===== src/rtl/ddr_cmd_executor_if.sv =====
// Arbiter-side command bus of the DDR command executor.
//   cmd / cmd_valid / ddr_address / ddr_wr_data : command strobe and payload from the arbiter
//   cmd_busy                                    : executor cannot accept a command this cycle
//   ddr_rd_data / ddr_rd_valid                  : single-cycle read return
// master = arbiter side, slave = executor side.
interface ddr_cmd_executor_if;
  logic [3:0]   cmd;
  logic         cmd_valid;
  logic [24:0]  ddr_address;
  logic [127:0] ddr_wr_data;
  logic         cmd_busy;
  logic [127:0] ddr_rd_data;
  logic         ddr_rd_valid;

  modport master (
    output cmd, cmd_valid, ddr_address, ddr_wr_data,
    input  cmd_busy, ddr_rd_data, ddr_rd_valid
  );

  modport slave (
    input  cmd, cmd_valid, ddr_address, ddr_wr_data,
    output cmd_busy, ddr_rd_data, ddr_rd_valid
  );
endinterface


===== src/rtl/ddr_cmd_executor.sv =====
// Memory-side endpoint of the arbiter command bus. Runs controller init,
// then executes one read or write at a time on the DDR controller IP
// local interface and returns read data as a one-cycle pulse.
// Ports:
//   clk_133M, rst_133M        : clock, synchronous active-high reset
//   host (slave modport)      : arbiter command bus (cmd, cmd_valid, ddr_address,
//                               ddr_wr_data, cmd_busy, ddr_rd_data, ddr_rd_valid)
//   init_done                 : memory initialised (level)
//   rd_timeout_err, proto_err : sticky error flags
//   mem_init_start/done       : init handshake with controller IP
//   mem_cmd*, mem_addr        : command request to IP
//   mem_wr_data/datain_rdy    : write data to IP
//   mem_rd_data/_valid        : read data from IP
module ddr_cmd_executor #(
  parameter logic [3:0]  CMD_READ   = 4'b0011,
  parameter logic [3:0]  CMD_WRITE  = 4'b0100,
  parameter int unsigned INIT_DELAY = 16,
  parameter int unsigned RD_TIMEOUT = 255
) (
  input  logic                clk_133M,
  input  logic                rst_133M,
  ddr_cmd_executor_if.slave   host,
  output logic                init_done,
  output logic                rd_timeout_err,
  output logic                proto_err,
  output logic                mem_init_start,
  input  logic                mem_init_done,
  output logic [3:0]          mem_cmd,
  output logic                mem_cmd_valid,
  input  logic                mem_cmd_rdy,
  output logic [24:0]         mem_addr,
  output logic [127:0]        mem_wr_data,
  input  logic                mem_datain_rdy,
  input  logic [127:0]        mem_rd_data,
  input  logic                mem_rd_data_valid
);

  typedef enum logic [2:0] {
    ST_INIT_WAIT,
    ST_INIT,
    ST_IDLE,
    ST_ISSUE,
    ST_WDATA,
    ST_RD_WAIT
  } state_t;

  localparam logic [7:0] INIT_LAST = 8'(INIT_DELAY - 1);
  localparam logic [7:0] RD_LAST   = 8'(RD_TIMEOUT - 1);

  state_t       state_q, state_d;
  logic [7:0]   cnt_q, cnt_d;
  logic         busy_q, busy_d;
  logic         rd_valid_q, rd_valid_d;
  logic [127:0] rd_data_q, rd_data_d;
  logic         init_done_d, init_start_d, rto_d, perr_d, mcv_d;
  logic [3:0]   mcmd_d;
  logic [24:0]  maddr_d;
  logic [127:0] mwd_d;
  logic         cmd_known;

  assign cmd_known         = (host.cmd == CMD_READ) || (host.cmd == CMD_WRITE);
  assign host.cmd_busy     = busy_q;
  assign host.ddr_rd_valid = rd_valid_q;
  assign host.ddr_rd_data  = rd_data_q;

  always_ff @(posedge clk_133M) begin
    if (rst_133M) begin
      state_q        <= ST_INIT_WAIT;
      cnt_q          <= '0;
      busy_q         <= 1'b1;
      rd_valid_q     <= 1'b0;
      rd_data_q      <= '0;
      init_done      <= 1'b0;
      mem_init_start <= 1'b0;
      rd_timeout_err <= 1'b0;
      proto_err      <= 1'b0;
      mem_cmd_valid  <= 1'b0;
      mem_cmd        <= '0;
      mem_addr       <= '0;
      mem_wr_data    <= '0;
    end else begin
      state_q        <= state_d;
      cnt_q          <= cnt_d;
      busy_q         <= busy_d;
      rd_valid_q     <= rd_valid_d;
      rd_data_q      <= rd_data_d;
      init_done      <= init_done_d;
      mem_init_start <= init_start_d;
      rd_timeout_err <= rto_d;
      proto_err      <= perr_d;
      mem_cmd_valid  <= mcv_d;
      mem_cmd        <= mcmd_d;
      mem_addr       <= maddr_d;
      mem_wr_data    <= mwd_d;
    end
  end

  always_comb begin
    state_d      = state_q;
    cnt_d        = cnt_q;
    rd_valid_d   = 1'b0;
    rd_data_d    = rd_data_q;
    init_done_d  = init_done;
    init_start_d = mem_init_start;
    rto_d        = rd_timeout_err;
    perr_d       = proto_err;
    mcv_d        = mem_cmd_valid;
    mcmd_d       = mem_cmd;
    maddr_d      = mem_addr;
    mwd_d        = mem_wr_data;

    if (host.cmd_valid && ((state_q != ST_IDLE) || !cmd_known)) perr_d = 1'b1;

    unique case (state_q)
      ST_INIT_WAIT: begin
        if (cnt_q == INIT_LAST) begin
          cnt_d        = '0;
          init_start_d = 1'b1;
          state_d      = ST_INIT;
        end else begin
          cnt_d = cnt_q + 8'd1;
        end
      end
      ST_INIT: begin
        if (mem_init_done) begin
          init_start_d = 1'b0;
          init_done_d  = 1'b1;
          state_d      = ST_IDLE;
        end
      end
      ST_IDLE: begin
        // mem_cmd/mem_addr/mem_wr_data double as the command latches.
        if (host.cmd_valid && cmd_known) begin
          mcmd_d  = host.cmd;
          maddr_d = host.ddr_address;
          if (host.cmd == CMD_WRITE) mwd_d = host.ddr_wr_data;
          mcv_d   = 1'b1;
          state_d = ST_ISSUE;
        end
      end
      ST_ISSUE: begin
        if (mem_cmd_rdy) begin
          mcv_d   = 1'b0;
          cnt_d   = '0;
          state_d = (mem_cmd == CMD_WRITE) ? ST_WDATA : ST_RD_WAIT;
        end
      end
      ST_WDATA: begin
        if (mem_datain_rdy) state_d = ST_IDLE;
      end
      ST_RD_WAIT: begin
        // Data arriving on the final counted cycle still wins over timeout.
        if (mem_rd_data_valid) begin
          rd_data_d  = mem_rd_data;
          rd_valid_d = 1'b1;
          state_d    = ST_IDLE;
        end else if (cnt_q == RD_LAST) begin
          rto_d   = 1'b1;
          state_d = ST_IDLE;
        end else begin
          cnt_d = cnt_q + 8'd1;
        end
      end
      default: state_d = ST_INIT_WAIT;
    endcase

    // Busy is registered from the next state so it is low exactly while in IDLE.
    busy_d = (state_d != ST_IDLE);
  end

endmodule


===== src/flat_wrapper.sv =====
// flat-port wrapper written by rule: the top's interface ports become plain ports
module ddr_cmd_executor_flat 
#(
  parameter logic [3:0]  CMD_READ   = 4'b0011,
  parameter logic [3:0]  CMD_WRITE  = 4'b0100,
  parameter int unsigned INIT_DELAY = 16,
  parameter int unsigned RD_TIMEOUT = 255
)
  (clk_133M, rst_133M, init_done, rd_timeout_err, proto_err, mem_init_start, mem_init_done, mem_cmd, mem_cmd_valid, mem_cmd_rdy, mem_addr, mem_wr_data, mem_datain_rdy, mem_rd_data, mem_rd_data_valid, host_cmd, host_cmd_valid, host_ddr_address, host_ddr_wr_data, host_cmd_busy, host_ddr_rd_data, host_ddr_rd_valid);
  ddr_cmd_executor_if host_i ();
  input  logic clk_133M;
  input  logic rst_133M;
  output logic init_done;
  output logic rd_timeout_err;
  output logic proto_err;
  output logic mem_init_start;
  input  logic mem_init_done;
  output logic [3:0] mem_cmd;
  output logic mem_cmd_valid;
  input  logic mem_cmd_rdy;
  output logic [24:0] mem_addr;
  output logic [127:0] mem_wr_data;
  input  logic mem_datain_rdy;
  input  logic [127:0] mem_rd_data;
  input  logic mem_rd_data_valid;
  input wire logic [$bits(host_i.cmd)-1:0] host_cmd;
  input wire logic [$bits(host_i.cmd_valid)-1:0] host_cmd_valid;
  input wire logic [$bits(host_i.ddr_address)-1:0] host_ddr_address;
  input wire logic [$bits(host_i.ddr_wr_data)-1:0] host_ddr_wr_data;
  output wire logic [$bits(host_i.cmd_busy)-1:0] host_cmd_busy;
  output wire logic [$bits(host_i.ddr_rd_data)-1:0] host_ddr_rd_data;
  output wire logic [$bits(host_i.ddr_rd_valid)-1:0] host_ddr_rd_valid;
  assign host_i.cmd = host_cmd;
  assign host_i.cmd_valid = host_cmd_valid;
  assign host_i.ddr_address = host_ddr_address;
  assign host_i.ddr_wr_data = host_ddr_wr_data;
  assign host_cmd_busy = host_i.cmd_busy;
  assign host_ddr_rd_data = host_i.ddr_rd_data;
  assign host_ddr_rd_valid = host_i.ddr_rd_valid;
  ddr_cmd_executor #(.CMD_READ(CMD_READ), .CMD_WRITE(CMD_WRITE), .INIT_DELAY(INIT_DELAY), .RD_TIMEOUT(RD_TIMEOUT)) u_core (.clk_133M(clk_133M), .rst_133M(rst_133M), .host(host_i), .init_done(init_done), .rd_timeout_err(rd_timeout_err), .proto_err(proto_err), .mem_init_start(mem_init_start), .mem_init_done(mem_init_done), .mem_cmd(mem_cmd), .mem_cmd_valid(mem_cmd_valid), .mem_cmd_rdy(mem_cmd_rdy), .mem_addr(mem_addr), .mem_wr_data(mem_wr_data), .mem_datain_rdy(mem_datain_rdy), .mem_rd_data(mem_rd_data), .mem_rd_data_valid(mem_rd_data_valid));
endmodule

===== config.mk =====
export PLATFORM = sky130hd
export DESIGN_NAME = ddr_cmd_executor_flat
export DESIGN_NICKNAME = d
export VERILOG_FILES = /design/src/rtl/ddr_cmd_executor_if.sv /design/src/rtl/ddr_cmd_executor.sv /design/src/flat_wrapper.sv
export SDC_FILE = /design/constraint.sdc
export NUM_CORES = 1
export LEC_CHECK = 0
export CORE_AREA = 2 2 226 228
export DETAILED_ROUTE_END_ITERATION = 7
export DIE_AREA = 0 0 228 230
export GPL_TIMING_DRIVEN = 0
export PLACE_DENSITY = 0.6
export SYNTH_ARGS = -nofsm -noshare
export SYNTH_HDL_FRONTEND = slang
export SYNTH_SLANG_ARGS = --single-unit

===== constraint.sdc =====
create_clock -name clk_133M -period 1.94 [get_ports clk_133M]
set_input_delay 0.194 -clock clk_133M [delete_from_list [all_inputs] [get_ports clk_133M]]
set_output_delay 0.194 -clock clk_133M [all_outputs]
set_load 0.005 [all_outputs]

==> After elaboration in Yosys (flattened, before gate mapping) <==
Index checks and enable logic that the tools add are counted.
{ "word_totals": {"regBits": 303, "inputBits": 292, "out_inout_bits": 292, "wordCells": 73} }
{ "op_classes": {"addsub": 1, "n_eq_ne": 18, "mux": 21, "bitwise_logic": 2, "n_reduce_logical": 18} }
{ "op_table": {"columns": ["cell", "n"], "rows": [
  ["$mux W8", 4],
  ["$pmux W8 S3", 1],
  ["$mux W3", 7],
  ["$pmux W3 S6", 1],
  ["$reduce_and A3 Y1", 4],
  ["$add A8 B1 Y8 const B", 1],
  ["$eq A4 B3 Y1 const B", 2],
  ["$eq A8 B4 Y1 const B", 1],
  ["$eq A8 B8 Y1 const B", 1],
  ["$ne A2 B2 Y1 const B", 4],
  ["$eq A3 B2 Y1 const B", 2],
  ["$eq A3 B3 Y1 const B", 2],
  ["$mux W1", 6],
  ["$ne A3 B2 Y1 const B", 2],
  ["$reduce_and A2 Y1", 3],
  ["$eq A4 B2 Y1 const B", 1],
  ["$ne A2 B1 Y1 const B", 2],
  ["$pmux W1 S2", 2],
  ["$reduce_and A4 Y1", 1],
  ["$reduce_bool A2 Y1", 2],
  ["$eq A3 B1 Y1 const B", 1],
  ["$logic_not A3 Y1", 1],
  ["$reduce_bool A3 Y1", 1],
  ["$logic_and A1 B1 Y1", 2],
  ["4 further kinds", 6]
]} }

==> Depth between registers and ports, before layout <==
Gate-level depths: netlist of run 1.
{ "logic_depth": {"ltp_word": 6, "depth_mapped": 7, "ltp_nobuf": 7} }

==> Least setup slack after synthesis of run 1 <==
OpenSTA, ideal clock, no wires.
{ "synth_timing": {"kind": "register -> register", "startpoint": "reg u_core.state_q[2]", "endpoint": "reg u_core.mem_wr_data[100]", "arrival_ns": 1.443, "required_ns": 1.808, "slack_ns": 0.365, "stages_incl_launch_ff": 8, "period_less_slack_ns": 1.575, "path_cell_list": "dfxtp_1 nor4b_2 nand2_1 or2_1 clkbuf_1 buf_2 nand2_1 a21oi_1"} }
{ "synth_via": {"elab_chain_cells": 2} }
{ "synth_lines": {"columns": ["item", "line", "rtl"], "rows": [
  ["from (decl)", "ddr_cmd_executor.sv:50", "state_t state_q, state_d;"],
  ["from (signal assigned)", "ddr_cmd_executor.sv:82", "state_q <= state_d;"],
  ["$eq A3 B2 Y1", "ddr_cmd_executor.sv:114", "unique case (state_q)"],
  ["$reduce_and A3 Y1 (no line)", null, null],
  ["to (signal assigned)", "ddr_cmd_executor.sv:94", "mem_wr_data <= mwd_d;"],
  ["to (decl)", "ddr_cmd_executor.sv:32", "output logic [127:0] mem_wr_data,"]
]} }
No other way between the ends.
A chain may end at the register's enable or synchronous reset.

==> Worst setup path in the final report of run 1 <==
{ "layout_timing": {"startpoint": "reg u_core.state_q[1]", "endpoint": "reg u_core.mem_wr_data[7]"} }
Same word-level chain as after synthesis.

==> tab_implementation.tex, run 1 <==
\begin{tabular}{lr}
\hline
Metric & Value \\
\hline
\multicolumn{2}{l}{\textbf{Layout}} \\
\quad Net count reported at finish & 2259 \\
\quad Relative area change from synthesis to final layout & 74.6\% \\
\quad Final standard cell utilization of the core & 0.373 \\
\quad Proportion of layout cells with a drive suffix above 1 & 0.0629 \\
\quad Fin cells & 2661 \\
\multicolumn{2}{l}{\textbf{Clock network}} \\
\quad Register clock-pin slew on the reported worst setup and hold paths & 50 ps \\
\quad Buffer type at the clock tree root & sky130\_fd\_sc\_hd\_\_clkbuf\_16 \\
\quad Clock H-tree levels & 2 \\
\quad Total number of clock tree sinks & 303 \\
\quad Number of buffers inserted during clock tree synthesis & 36 \\
\quad Insertion delay to the later sink of the worst-skew pair & 520 ps \\
\quad Buffers from clock root to sink, at most & 3 \\
\quad TritonCTS clock tree & yes \\
\multicolumn{2}{l}{\textbf{Detailed routing}} \\
\quad DR pass1 iterations & 4 \\
\quad Via density & 4.24 \\
\quad DR vias & 11300 \\
\quad Routed Antenna Nets & 0 \\
\quad Violation count after the first detailed-routing iteration & 441 \\
\quad Residual DRC & 0 \\
\quad Routed length per instance & 17.1 um \\
\quad Total Routed Length & 45600 um \\
\multicolumn{2}{l}{\textbf{Critical path}} \\
\quad Standard cell with the maximum stage delay on the critical path & sky130\_fd\_sc\_hd\_\_dfxtp\_1 \\
\quad Worst stage delay on the critical path & 380 ps \\
\quad Startpoint type of the worst setup path & register \\
\quad Critical path's top delay family & simple AND/OR/NAND/NOR gates \\
\quad Number of gates on the worst path with buffers counted & 7 \\
\quad Element type at the critical path end & register \\
\quad Start-to-end type of the worst setup path & reg -> reg \\
\quad Crit path cell chain & nor4b\_4 > nand2\_2 > or2\_1 > clkbuf\_4 > buf\_2 > nand2\_1 > a21oi\_1 \\
\quad WP data required & 2320 ps \\
\quad CP arrival & 2210 ps \\
\quad Depth of the worst register-to-register path & 7 \\
\quad Number of buffer and inverter instances along the worst setup path & 2 \\
\quad Largest fanout of any net on the critical path & 10 \\
\multicolumn{2}{l}{\textbf{Power and ir drop}} \\
\quad Maximum VDD drop & 0.000516 V \\
\quad Reported leakage power & 6.19 nW \\
\quad Total power density per cell area & 745 nW/um\^{}2 \\
\multicolumn{2}{l}{\textbf{Placed design}} \\
\quad DP HPWL & 36100 um \\
\quad Placed cells & 2599 \\
\quad Weighted congestion at the end of routability-driven global placement & 0.925 \\
\quad Number of port buffers & 582 \\
\multicolumn{2}{l}{\textbf{Timing}} \\
\quad Final number of hold-violating endpoints & 0 \\
\quad Unrepaired setup endpoints after global routing & no \\
\quad Worst Max-Slew Pin Slew & 885 ps \\
\quad Min Clock Period, post-route & 1830 ps \\
\quad Crit share post-route & 0.944 \\
\quad Peak clock frequency supported by timing & 546 MHz \\
\quad Pins Over Slew Limit & 0 \\
\quad Clk\_skew & 5.65 ps \\
\quad Number of failing setup endpoints in the final timing report & 0 \\
\quad Relative max-transition margin & 0.410 \\
\multicolumn{2}{l}{\textbf{Die}} \\
\quad Die Area & 52400 sq um \\
\quad Core Area & 49900 sq um \\
\quad Top-Level Pins & 584 \\
\quad Std cell rows & 82 \\
\quad Chip width & 228 um \\
\quad Die height & 230 um \\
\quad Initial standard-cell utilization of the core & 0.214 \\
\multicolumn{2}{l}{\textbf{Global route}} \\
\quad Number of global-route vias before repair & 11300 \\
\quad Leftover overflow at the end of global routing & 0 \\
\quad Maximum number of pins on one net before global-route repair & 20 \\
\quad Initial antenna violation count & 3 \\
\quad First-pass GRT wire length & 67400 um \\
\quad Overall fraction of global-route tracks in use & 0.167 \\
\multicolumn{2}{l}{\textbf{Logic synthesis}} \\
\quad Flops \& latches, synth & 303 \\
\quad Cell accounting for the most synthesized area & sky130\_fd\_sc\_hd\_\_dfxtp\_1 \\
\quad Post-synthesis cell area & 10600 sq um \\
\quad Area share of the largest cell type after synthesis & 0.570 \\
\quad Share of flip-flops with an asynchronous set or reset & 0 \\
\quad Sequential cell area fraction in the yosys report & 0.570 \\
\quad Top FF cell, synth & sky130\_fd\_sc\_hd\_\_dfxtp\_1 \\
\quad Nets in the synthesized netlist & 1639 \\
\quad EDFF count, synth & 0 \\
\quad Top area cells in the synthesized netlist & sky130\_fd\_sc\_hd\_\_dfxtp\_1 (57\%), sky130\_fd\_sc\_hd\_\_nand2\_1 (20\%), sky130\_fd\_sc\_hd\_\_a21oi\_1 (14\%), sky130\_fd\_sc\_hd\_\_buf\_2 (1.7\%), sky130\_fd\_sc\_hd\_\_clkbuf\_1 (1.6\%) \\
\quad Count of cell types in the netlist & 40 \\
\quad Synthesized area per cell & 7.92 sq um \\
\quad Yosys warnings & 0 \\
\quad Number of instances in the synthesized netlist & 1345 \\
\multicolumn{2}{l}{\textbf{Min path}} \\
\quad Worst hold path depth & 3 \\
\quad Path category of the worst min-delay check & in -> reg \\
\multicolumn{2}{l}{\textbf{Job}} \\
\quad Max-capacitance violation count & 0 \\
\multicolumn{2}{l}{\textbf{Outcome}} \\
\quad Run status & completed \\
\hline
\end{tabular}
kinds of logic after synthesis:
family / synth area share
AND/OR/NAND/NOR: 0.231
XOR/XNOR: 0.00494
adder cells (fa/ha/maj): 0.00235
buffers and inverters: 0.0444
flip-flops: 0.570
AO/OA/AOI/OAI: 0.147
per-layer routing:
metal	GRT usage	vias up	part of all wire	wire length (um)
li1	-	5599	-	-
met1	0.185	5157	0.40	18000
met2	0.296	431	0.49	22300
met3	0.0574	82	0.085	3870
met4	0.0584	2	0.029	1330
met5	0	-	0.00029	13
metrics by stage:
| step | TNS, ps | worst slack, ps | hold slack, ps | total power [mW] | area (sq um) |
|---|---|---|---|---|---|
| floorplan | 0 | 365 | 330 | 6.48 | 10600 |
| global placement | -93580 | -666 | 439 | 7.17 | 17300 |
| detailed placement | -101140 | -694 | 445 | 7.17 | 17300 |
| CTS | 0 | 1.55 | 172 | 14.1 | 18600 |
| global route | 0 | 3.53 | 192 | 14.3 | 18600 |
| finish | 0 | 108 | 188 | 13.8 | 18600 |
worst register-to-register path: stages (launching register included):
cell and delay, ps:
sky130_fd_sc_hd__dfxtp_1 380, sky130_fd_sc_hd__nor4b_4 320, sky130_fd_sc_hd__nand2_2 140, sky130_fd_sc_hd__or2_1 250, sky130_fd_sc_hd__clkbuf_4 210, sky130_fd_sc_hd__buf_2 220, sky130_fd_sc_hd__nand2_1 100, sky130_fd_sc_hd__a21oi_1 70
power breakdown:
group / switching, mW / total, mW / internal [mW]
clock: 2.59 / 6.81 / 4.22
sequential: 0.00854 / 6.24 / 6.23
combinational: 0.254 / 0.797 / 0.544
total: 2.85 / 13.8 / 11.0
area by class of cell:
class / instances / area, sq um
Sequential cell: 303 / 6070
Buffer: 96 / 512
Multi-Input combinational cell: 942 / 4130
Timing Repair Buffer: 583 / 5830
Tap cell: 672 / 841
Inverter: 3 / 11.3
Antenna cell: 1 / 2.50
Clock inverter: 8 / 118
Fill cell: 5149 / 31300
Clock buffer: 53 / 1080
registers in the layout, summed over array words and instances, names as in the netlist, 3 cells and up:
register,flops
u_core.state_q,3
u_core.cnt_q,8
u_core.mem_wr_data,128
u_core.mem_cmd,4
u_core.mem_addr,25
u_core.host.ddr_rd_data,128
what timing repair did:
action	CTS	global route
hold buffers	0	0
hold endpoints to repair	0	0
resized for setup	21	18
buffers inserted	1	0
pin swaps	1	1
endpoints found under the setup margin	242	236
cells in the final DEF (no fill, tap or decap), types with 4 or more instances in the layout:
master / n
sky130_fd_sc_hd__buf_4: 18
sky130_fd_sc_hd__clkdlybuf4s50_1: 582
sky130_fd_sc_hd__and3_1: 4
sky130_fd_sc_hd__nor2_1: 17
sky130_fd_sc_hd__clkbuf_8: 9
sky130_fd_sc_hd__nor2b_1: 4
sky130_fd_sc_hd__clkbuf_1: 43
sky130_fd_sc_hd__clkbuf_4: 6
sky130_fd_sc_hd__dfxtp_1: 301
sky130_fd_sc_hd__xor2_1: 4
sky130_fd_sc_hd__buf_2: 31
sky130_fd_sc_hd__clkbuf_16: 37
sky130_fd_sc_hd__nand3_1: 4
sky130_fd_sc_hd__a21oi_1: 291
sky130_fd_sc_hd__clkinv_2: 4
sky130_fd_sc_hd__nand2_1: 571
sky130_fd_sc_hd__o21ai_0: 6
cell usage after synthesis, drive strengths merged, types with 2 or more instances:
cell    number
xnor2        2
a31oi        2
nor2b        5
nor4         3
or2          2
nand2      572
dfxtp      303
nand3b       2
o211ai       2
a21oi      291
nor3         3
nand4        3
nor4b        2
xor2         4
clkbuf      45
buf         52
o21a         2
nand3        5
o21ai        7
and3         4
inv          3
nor2        19
ha           2
final timing paths:
path | startpoint | end | slack (ps)
max | u_core.state_q[1] | u_core.mem_wr_data[7] | 110
min | rst_133M | u_core.state_q[2] | 190
max reg2reg | u_core.state_q[1] | u_core.mem_wr_data[7] | 110
min reg2reg | u_core.mem_wr_data[114] | u_core.mem_wr_data[114] | 450
No activity file was read; power rests on OpenSTA's default activity.
==> run 2, diff against run 1 <==
- SLEW_MARGIN: unset -> 20
==> results of run 2 <==
The final DEF is identical to that of run 1; final timing and power are the same.
==> run 3, diff against run 2 <==
- CAP_MARGIN: unset -> 5
- CORE_AREA: 2 2 226 228 -> 5 5 222 224
- CTS_CLUSTER_DIAMETER: unset -> 40
- DIE_AREA: 0 0 228 230 -> 0 0 227 229
- PLACE_DENSITY: 0.6 -> 0.63
==> tab_implementation.tex, run 3 (synthesis gave the netlist of run 1 again) <==
\begin{tabular}{lr}
\hline
Metric & Value \\
\hline
\multicolumn{2}{l}{\textbf{Global route}} \\
\quad Maximum number of pins on one net before global-route repair & 20 \\
\quad Overall fraction of global-route tracks in use & 0.174 \\
\quad Number of global-route vias before repair & 11700 \\
\quad Initial antenna violation count & 6 \\
\quad Leftover overflow at the end of global routing & 0 \\
\quad First-pass GRT wire length & 70200 um \\
\multicolumn{2}{l}{\textbf{Timing}} \\
\quad Worst Hold Slack & 140 ps \\
\quad Unrepaired setup endpoints after global routing & yes \\
\quad Number of failing setup endpoints in the final timing report & 0 \\
\quad Relative max-transition margin & 0.441 \\
\quad Min Clock Period, post-route & 1870 ps \\
\quad Pins Over Slew Limit & 0 \\
\quad Worst Max-Slew Pin Slew & 838 ps \\
\quad Peak clock frequency supported by timing & 534 MHz \\
\quad Crit share post-route & 0.966 \\
\quad Final number of hold-violating endpoints & 0 \\
\quad Clk\_skew & 13.7 ps \\
\multicolumn{2}{l}{\textbf{Layout}} \\
\quad Most frequent cells in the layout & sky130\_fd\_sc\_hd\_\_clkdlybuf4s50\_1 (582), sky130\_fd\_sc\_hd\_\_nand2\_1 (571), sky130\_fd\_sc\_hd\_\_dfxtp\_1 (301), sky130\_fd\_sc\_hd\_\_a21oi\_1 (291), sky130\_fd\_sc\_hd\_\_clkbuf\_16 (51) \\
\quad Proportion of layout cells with a drive suffix above 1 & 0.0793 \\
\quad Final cell area excluding filler cells & 19100 sq um \\
\quad Most frequent standard cell in the layout excluding fill and tap cells & sky130\_fd\_sc\_hd\_\_clkdlybuf4s50\_1 \\
\quad Net count reported at finish & 2273 \\
\quad Relative area change from synthesis to final layout & 79.2\% \\
\quad \# fillers & 4762 \\
\multicolumn{2}{l}{\textbf{Detailed routing}} \\
\quad DR pass1 iterations & 5 \\
\quad Routed length per instance & 18.4 um \\
\quad DR vias & 11600 \\
\quad Residual DRC & 0 \\
\quad Violation count after the first detailed-routing iteration & 524 \\
\quad Total Routed Length & 48600 um \\
\quad Routed Antenna Nets & 0 \\
\quad Via density & 4.42 \\
\multicolumn{2}{l}{\textbf{Clock network}} \\
\quad Register clock-pin slew on the reported worst setup and hold paths & 50 ps \\
\quad Clock H-tree levels & 2 \\
\quad Number of buffers inserted during clock tree synthesis & 49 \\
\quad Buffers from clock root to sink, at most & 3 \\
\quad Total number of clock tree sinks & 303 \\
\quad TritonCTS clock tree & yes \\
\quad Insertion delay to the later sink of the worst-skew pair & 560 ps \\
\quad Buffer type at the clock tree root & sky130\_fd\_sc\_hd\_\_clkbuf\_16 \\
\multicolumn{2}{l}{\textbf{Die}} \\
\quad Top-Level Pins & 584 \\
\quad Core Area & 47100 sq um \\
\quad Die Area & 52000 sq um \\
\quad Initial standard-cell utilization of the core & 0.226 \\
\quad Chip width & 227 um \\
\quad Std cell rows & 80 \\
\quad Die height & 229 um \\
\multicolumn{2}{l}{\textbf{Critical path}} \\
\quad Crit path from & u\_core.state\_q[2] \\
\quad Worst reg2reg path endpoint & u\_core.mem\_wr\_data[100] \\
\quad Largest fanout of any net on the critical path & 10 \\
\quad Startpoint type of the worst setup path & register \\
\quad Depth of the worst register-to-register path & 8 \\
\quad Start-to-end type of the worst setup path & reg -> reg \\
\quad CP arrival & 2290 ps \\
\quad Worst flop-to-flop path startpoint & u\_core.state\_q[2] \\
\quad Element type at the critical path end & register \\
\quad Worst-case register-to-register setup slack & 70 ps \\
\quad WP data required & 2350 ps \\
\multicolumn{2}{l}{\textbf{Job}} \\
\quad Max-capacitance violation count & 0 \\
\multicolumn{2}{l}{\textbf{Min path}} \\
\quad Hold Path Origin & rst\_133M \\
\quad Path category of the worst min-delay check & in -> reg \\
\quad Worst hold path depth & 3 \\
\quad Sink of the worst hold path & u\_core.state\_q[2] \\
\multicolumn{2}{l}{\textbf{Power and ir drop}} \\
\quad Reported leakage power & 6.46 nW \\
\quad Total power density per cell area & 846 nW/um\^{}2 \\
\quad Maximum VDD drop & 0.000821 V \\
\multicolumn{2}{l}{\textbf{Outcome}} \\
\quad Run status & completed \\
\multicolumn{2}{l}{\textbf{Placed design}} \\
\quad Number of port buffers & 582 \\
\quad DP HPWL & 38000 um \\
\quad Area after DPL & 17200 sq um \\
\quad Weighted congestion at the end of routability-driven global placement & 0.904 \\
\hline
\end{tabular}
==> run 3: cell types whose count changed in the layout (fill, tap and decap cells not counted), sizes merged <==
| cell | change |
|---|---|
| buf | -1 |
| clkbuf | +7 |
| clkinv | +10 |
| clkinvlp | +4 |
| bufinv | +4 |
| diode | +1 |
| inv | +5 |
==> run 3: layer usage <==
metal | vias to the layer above | global-route usage | wire (um)
met5 | - | 0 | 47
met4 | 8 | 0.0749 | 1870
met3 | 105 | 0.0501 | 4000
met2 | 454 | 0.299 | 23400
met1 | 5424 | 0.202 | 19200
li1 | 5645 | - | -
==> run 3: layout make-up <==
| class | instances | area (sq um) | area share |
|---|---|---|---|
| sequential | 303 | 6070 | 0.318 |
| tap | 615 | 769 | 0.0403 |
| inverter | 3 | 11.3 | 0.000590 |
| antenna | 2 | 5.00 | 0.000262 |
| timing repair buffer | 584 | 5840 | 0.306 |
| multi-input combinational | 942 | 4140 | 0.217 |
| buffer | 96 | 526 | 0.0275 |
| clock inverter | 31 | 375 | 0.0197 |
| clock buffer | 58 | 1350 | 0.0709 |
==> run 3: worst max-delay path: stages, from the launching register on <==
cell                      delay [ps]
sky130_fd_sc_hd__dfxtp_2         370
sky130_fd_sc_hd__nor4b_4         290
sky130_fd_sc_hd__buf_4           180
sky130_fd_sc_hd__nand2_2          90
sky130_fd_sc_hd__or2_1           250
sky130_fd_sc_hd__buf_4           190
sky130_fd_sc_hd__buf_2           210
sky130_fd_sc_hd__nand2_1          90
sky130_fd_sc_hd__a21oi_1          60
==> run 3: repair_timing <==
item,in CTS,in global routing
hold endpoints to repair,0,0
endpoints found under the setup margin,252,211
hold buffers,0,0
setup buffers,2,0
pin swaps,1,0
gates resized for setup,20,31
==> run 3: stage by stage <==
stage	utilization	setup slack, ps	instances	TNS (ps)	power, mW
after floorplan	-	365	1345	0	6.48
final	0.405	65.9	2634	0	16.2
after CTS	0.404	0.465	2632	0	16.4
after global placement	0.366	-675	2542	-94260	7.18
after global routing	0.405	-16.5	2633	-54.1	16.7
after detailed placement	0.366	-697	2542	-106150	7.18
==> run 3: how the worst max path moves through the flow <==
stage	slack, ps	to	cells past startpoint
finish	70	u_core.mem_wr_data[100]	8
global placement	-670	u_core.mem_wr_data[120]	8
global route	-20	u_core.host.ddr_rd_data[111]	7
detailed placement	-700	u_core.mem_wr_data[1]	8
CTS	0.5	u_core.host.ddr_rd_data[44]	7
floorplan	370	u_core.mem_wr_data[100]	7
==> run 3: power breakdown <==
group	switching (mW)	internal, mW
clock network	3.18	5.92
logic	0.261	0.544
registers	0.00969	6.24
